### config.mk
export PLATFORM = sky130hd
export DESIGN_NAME = cell_scan_controller
export DESIGN_NICKNAME = d
export VERILOG_FILES = /design/src/rtl/cell_scan_pkg.sv /design/src/rtl/cell_scan_controller.sv
export SDC_FILE = /design/constraint.sdc
export NUM_CORES = 1
export LEC_CHECK = 0
export CAP_MARGIN = 20
export CORE_ASPECT_RATIO = 0.75
export CORE_UTILIZATION = 44
export DETAILED_ROUTE_END_ITERATION = 7
export PLACE_DENSITY = 0.8
export SLEW_MARGIN = 5
export SYNTH_ARGS = -nofsm -noshare
export SYNTH_HDL_FRONTEND = slang
export SYNTH_SLANG_ARGS = --single-unit
### constraint.sdc
create_clock -name clk -period 1.8 [get_ports clk]
set_input_delay 0.18 -clock clk [delete_from_list [all_inputs] [get_ports clk]]
set_output_delay 0.18 -clock clk [all_outputs]
set_load 0.005 [all_outputs]
### src/rtl/cell_scan_pkg.sv
// Shared pixel/opcode types for the cell-processing pipeline.
// Opcode encodings match the combinational cell processor.
package cell_scan_pkg;
  typedef logic [7:0] pixel_t;
  typedef logic [3:0] opcode_t;
  localparam opcode_t OP_ADD  = 4'd0;
  localparam opcode_t OP_SUB  = 4'd1;
  localparam opcode_t OP_ADDI = 4'd2;
  localparam opcode_t OP_SUBI = 4'd3;
endpackage

### src/rtl/cell_scan_controller.sv
// Raster-order frame sequencer for the cell processor.
// Optional: CELL_SCAN_BORDER_SKIP_EN restricts the scan to interior pixels.
module cell_scan_controller
  import cell_scan_pkg::*;
#(
  parameter int IMG_W   = 64,
  parameter int IMG_H   = 64,
  parameter int PIXEL_W = 8,
  parameter int COL_W   = $clog2(IMG_W),
  parameter int ROW_W   = $clog2(IMG_H)
) (
  input  logic               clk,
  input  logic               rst_n,
  input  logic               start,
  input  logic               abort,
  input  opcode_t            cfg_opcode,
  input  logic [PIXEL_W-1:0] cfg_userInput,
  output logic               busy,
  output logic               done,
  output logic               fetch_req,
  output logic               fetch_sel,
  output logic [ROW_W-1:0]   fetch_row,
  output logic [COL_W-1:0]   fetch_col,
  input  logic               fetch_ack,
  output opcode_t            proc_opcode,
  output logic [PIXEL_W-1:0] proc_userInput,
  input  logic [PIXEL_W-1:0] proc_result,
  output logic               wr_valid,
  input  logic               wr_ready,
  output logic [ROW_W-1:0]   wr_row,
  output logic [COL_W-1:0]   wr_col,
  output logic [PIXEL_W-1:0] wr_data
);

  localparam logic [2:0] S_IDLE  = 3'd0;
  localparam logic [2:0] S_FA    = 3'd1;
  localparam logic [2:0] S_FB    = 3'd2;
  localparam logic [2:0] S_EXEC  = 3'd3;
  localparam logic [2:0] S_WRITE = 3'd4;
  localparam logic [2:0] S_DONE  = 3'd5;

`ifdef CELL_SCAN_BORDER_SKIP_EN
  localparam int C_FIRST = 1;
  localparam int C_LAST  = IMG_W - 2;
  localparam int R_FIRST = 1;
  localparam int R_LAST  = IMG_H - 2;
`else
  localparam int C_FIRST = 0;
  localparam int C_LAST  = IMG_W - 1;
  localparam int R_FIRST = 0;
  localparam int R_LAST  = IMG_H - 1;
`endif

  localparam logic [COL_W-1:0] COL0 = COL_W'(C_FIRST);
  localparam logic [COL_W-1:0] COLN = COL_W'(C_LAST);
  localparam logic [ROW_W-1:0] ROW0 = ROW_W'(R_FIRST);
  localparam logic [ROW_W-1:0] ROWN = ROW_W'(R_LAST);

  logic [2:0]         r_state;
  logic [ROW_W-1:0]   r_row;
  logic [COL_W-1:0]   r_col;
  opcode_t            r_op;
  logic [PIXEL_W-1:0] r_ui;
  logic [PIXEL_W-1:0] r_wdata;

  logic w_need_b;
  logic w_col_last;
  logic w_row_last;
  logic w_active;

  assign w_need_b   = (r_op == OP_ADD) || (r_op == OP_SUB);
  assign w_col_last = (r_col == COLN);
  assign w_row_last = (r_row == ROWN);
  assign w_active   = (r_state != S_IDLE);

  // Frame FSM, position counters, latched config and result capture
  always_ff @(posedge clk or negedge rst_n) begin
    if (!rst_n) begin
      r_state <= S_IDLE;
      r_row   <= '0;
      r_col   <= '0;
      r_op    <= '0;
      r_ui    <= '0;
      r_wdata <= '0;
    end else if (abort && w_active) begin
      r_state <= S_IDLE;
    end else begin
      case (r_state)
        S_IDLE: begin
          if (start) begin
            r_op    <= cfg_opcode;
            r_ui    <= cfg_userInput;
            r_row   <= ROW0;
            r_col   <= COL0;
            r_state <= S_FA;
          end
        end
        S_FA: begin
          if (fetch_ack) begin
            r_state <= w_need_b ? S_FB : S_EXEC;
          end
        end
        S_FB: begin
          if (fetch_ack) begin
            r_state <= S_EXEC;
          end
        end
        S_EXEC: begin
          r_wdata <= proc_result;
          r_state <= S_WRITE;
        end
        S_WRITE: begin
          if (wr_ready) begin
            if (w_col_last) begin
              r_col <= COL0;
              if (w_row_last) begin
                r_state <= S_DONE;
              end else begin
                r_row   <= r_row + ROW_W'(1);
                r_state <= S_FA;
              end
            end else begin
              r_col   <= r_col + COL_W'(1);
              r_state <= S_FA;
            end
          end
        end
        S_DONE:  r_state <= S_IDLE;
        default: r_state <= S_IDLE;
      endcase
    end
  end

  assign busy           = w_active;
  assign done           = (r_state == S_DONE);
  assign fetch_req      = (r_state == S_FA) || (r_state == S_FB);
  assign fetch_sel      = (r_state == S_FB);
  assign fetch_row      = r_row;
  assign fetch_col      = r_col;
  assign proc_opcode    = w_active ? r_op : '0;
  assign proc_userInput = w_active ? r_ui : '0;
  assign wr_valid       = (r_state == S_WRITE);
  assign wr_row         = r_row;
  assign wr_col         = r_col;
  assign wr_data        = r_wdata;

endmodule

==> metrics.log <==
[metrics] final hold violations: 0
[metrics] fill cell total of the finished layout: 325
[metrics] clock sink total: 35
[metrics] origin of the worst min-delay path: cfg_opcode[2]
[metrics] Largest delay share family, worst path: buffers and inverters
[metrics] async set or reset register ratio after synthesis: 1.00
[metrics] depth of the CTS H-tree: 2
[metrics] Post-Route Hold Slack: 0.476 ns
[metrics] pin count of the biggest net entering global routing: 36
[metrics] category of the most critical setup path: reg -> out
[metrics] Port Buffer Count: 74
[metrics] count of flip-flops with a built-in enable after synthesis: 0
[metrics] total instance count after detailed placement: around 320
[metrics] total wire length: 4700 um
[metrics] post-layout instance area: 3030 sq um
[metrics] leading register cell type out of synthesis: sky130_fd_sc_hd__dfrtp_1
[metrics] Maximum Capacitance Violations: 0
[metrics] final critical-path share of the clock period: 0.979
[metrics] sequential fraction of the synthesis area: 0.449
[metrics] number of design rule violations left after detail routing: 0
[metrics] capturing element type of the critical path: primary output
[metrics] via density per instance: 5.09
[metrics] Sequential Area: ~900 sq um
[metrics] overflow left after global routing: 0
[metrics] Achievable Freq: around 570 MHz
[metrics] total via count after detailed routing: 1714
[metrics] Mapped Nets: roughly 210
[metrics] layout cells sized above 1: 0.273
[metrics] relative area change from synthesis to final layout: 55.1%
[metrics] Critical Path Start: r_state[2]$_DFFE_PN0P_
[metrics] Multi-input gate area: around 940 sq um
[metrics] number of unique standard cell types used by synthesis: 47
[metrics] antenna diode count: 0
[metrics] Max transition margin: 0.496
[metrics] Worst path most repeated cell: sky130_fd_sc_hd__buf_6
[metrics] startpoint kind of the worst setup timing path: register
[metrics] DRT antenna net count: 0
[metrics] Setup Slack @ Placement: 0.0508 ns
[metrics] FP Rows: 20
[metrics] die extent in y: about 60 um
[metrics] HPWL after detailed placement: 3300 um
[metrics] data required time at the worst endpoint: 1.62 ns
[metrics] number of buffers created by CTS: 5
[metrics] number of synthesized register bits: 35
[metrics] Final setup violation count: 0
[metrics] post-route clock skew: roughly 0.0065 ns
[metrics] pin slew with the least headroom to its limit: 0.755 ns
[metrics] initial antenna violation count: 0
[metrics] global router's overall resource usage: 0.210
[metrics] cell with the largest stage delay on the worst path: sky130_fd_sc_hd__dfrtp_1
[metrics] Max VDD drop: a little under 0.9 mV
[metrics] starting density of the core: 0.470
[metrics] Final Non-Filler Cells: 337
[metrics] reg-to-reg slack, setup: 0.08 ns
[metrics] arrival time at the worst endpoint: 1.58 ns
[metrics] largest driver fanout on the critical path: 3
[metrics] Final nets: 310
[metrics] Clock Tree Buf Depth: 2
[metrics] outcome: finished clean
[metrics] vias in the first global route: between 1500 and 2000
[metrics] final critical-path required period: 1.76 ns
[metrics] area enclosed by the die boundary: about 4700 sq um
[metrics] TritonCTS clock tree: done
[metrics] reg2reg start: r_state[2]$_DFFE_PN0P_
[metrics] Core Box Area: 4150 sq um
[metrics] violation count after the first detailed-routing iteration: 41
[metrics] worst-case setup margin in the final layout: 0.0379 ns
[metrics] Boundary Pins: 75
[metrics] syn avg cell area: 10.6 sq um
[metrics] Syn. warnings: 0
[metrics] Critical path buffers and inverters: 4
[metrics] routed wirelength normalized by instance count: 13.9 um
[metrics] cells along the critical path: buf_6 -> nor3_4 -> buf_6 -> buf_4 -> nor2b_1 -> clkdlybuf4s15_1
[metrics] horizontal die dimension: 78.9 um
[metrics] worst min-delay path category: in -> reg
[metrics] RePlAce Congestion: 0.840
[metrics] CTS clock-pin slew for the worst setup and hold paths: 0.07 ns
[metrics] clk_lat worst skew: approximately 0.29 ns
[metrics] standard cell area after detailed placement: 2790 sq um
[metrics] root buf cell: sky130_fd_sc_hd__clkbuf_8
[metrics] fin. max-slew vios: 0
[metrics] Netlist Area Pre-Place: 1950 sq um
[metrics] wire length of the first global-routing pass: 7320 um
[metrics] Cell Pwr Density: 1140 nW/um^2
[metrics] standby leakage power: about 1.4 nW
[metrics] DRT Pass-1 Iters: 4
[metrics] maximum cell stage delay along the critical path: 0.42 ns
[metrics] cells after synthesis: 185
[area by class of cell]
| class | count | area share |
|---|---|---|
| multi-input combinational | 122 | 0.310 |
| inverter | 8 | 0.0124 |
| clock inverter | 1 | 0.00165 |
| sequential | 35 | 0.289 |
| tap | 55 | 0.0227 |
| timing repair buffer | 110 | 0.337 |
| clock buffer | 6 | 0.0273 |
[worst reg2reg max path: stages (launching register included)]
cell and delay, ns:
sky130_fd_sc_hd__dfrtp_1 0.40, sky130_fd_sc_hd__buf_4 0.13, sky130_fd_sc_hd__or3b_4 0.40, sky130_fd_sc_hd__buf_4 0.17, sky130_fd_sc_hd__nor3_2 0.18, sky130_fd_sc_hd__a21oi_1 0.10
sky130_fd_sc_hd__o32ai_2 0.25
[Yosys cell counts, drive strengths merged (4+ instances only)]
cell / number / share of area
mux2i: 5 / 0.026
nor2b: 13 / 0.042
nand2: 15 / 0.030
o21ai: 9 / 0.025
mux2: 21 / 0.12
buf: 17 / 0.070
nand3: 7 / 0.018
nor2: 9 / 0.019
inv: 7 / 0.013
nand2b: 4 / 0.014
a21oi: 6 / 0.017
dfrtp: 35 / 0.45
[cells in the final DEF, fill, tap and decap left out, types with 8 or more instances in the layout]
cell / synthesis / routed
sky130_fd_sc_hd__buf_4: 13 / 29
sky130_fd_sc_hd__dfrtp_1: 35 / 35
sky130_fd_sc_hd__clkdlybuf4s50_1: 0 / 56
sky130_fd_sc_hd__mux2_2: 14 / 14
sky130_fd_sc_hd__o21ai_0: 8 / 8
sky130_fd_sc_hd__nor2b_1: 13 / 13
sky130_fd_sc_hd__nand2_1: 14 / 14
[worst paths after layout]
kind,cells past startpoint,endpoint
worst max register to register,6,r_state[2]$_DFFE_PN0P_
worst min register to register,1,r_ui[2]$_DFFE_PN0P_
min in group asynchronous,2,fetch_row[1]$_DFFE_PN0P_
worst min-delay path,2,r_op[2]$_DFFE_PN0P_
worst max-delay path,6,proc_opcode[2]
max in group asynchronous,2,wr_data[3]$_DFFE_PN0P_
[state kept, by name, indices dropped and copies added, names as in the netlist]
signal	cells
r_ui	8
wr_data	8
fetch_col	6
fetch_row	6
r_op	4
r_state	3
[per-stage QoR]
stage	TNS, ns	utilization	power [mW]
global placement	0	0.671	2.70
finish	0	0.729	3.44
floorplan	0	-	1.93
detailed placement	0	0.671	2.75
global route	-0.0388	0.729	3.67
CTS	-0.121	0.713	3.38
[repair_timing]
item | in CTS | in global routing
buffers inserted | 8 | 4
hold endpoints to repair | 35 | 0
gates cloned | 1 | 0
hold buffers | 1 | 0
resized for setup | 22 | 23
pin swaps | 1 | 1
setup endpoints to repair | 15 | 36
[logic make-up after synthesis]
group	count (synthesis)	share of synthesized area
multiplexers	26	0.147
buffers and inverters	28	0.0936
AND/OR/NAND/NOR	65	0.186
adder cells (fa/ha/maj)	3	0.0179
AO/OA/AOI/OAI	28	0.107
flip-flops	35	0.449
[per-layer routing]
layer	track usage	share of wire
met3	0.0931	0.081
met1	0.254	0.44
met5	0	0
met4	0.0545	0.0089
met2	0.347	0.47
[power by group]
group / total (mW) / internal, mW / switching [mW]
combinational: 1.70 / 1.03 / 0.664
clock: 0.576 / 0.300 / 0.276
sequential: 1.17 / 1.04 / 0.132
No activity file was read; power rests on OpenSTA's default activity.
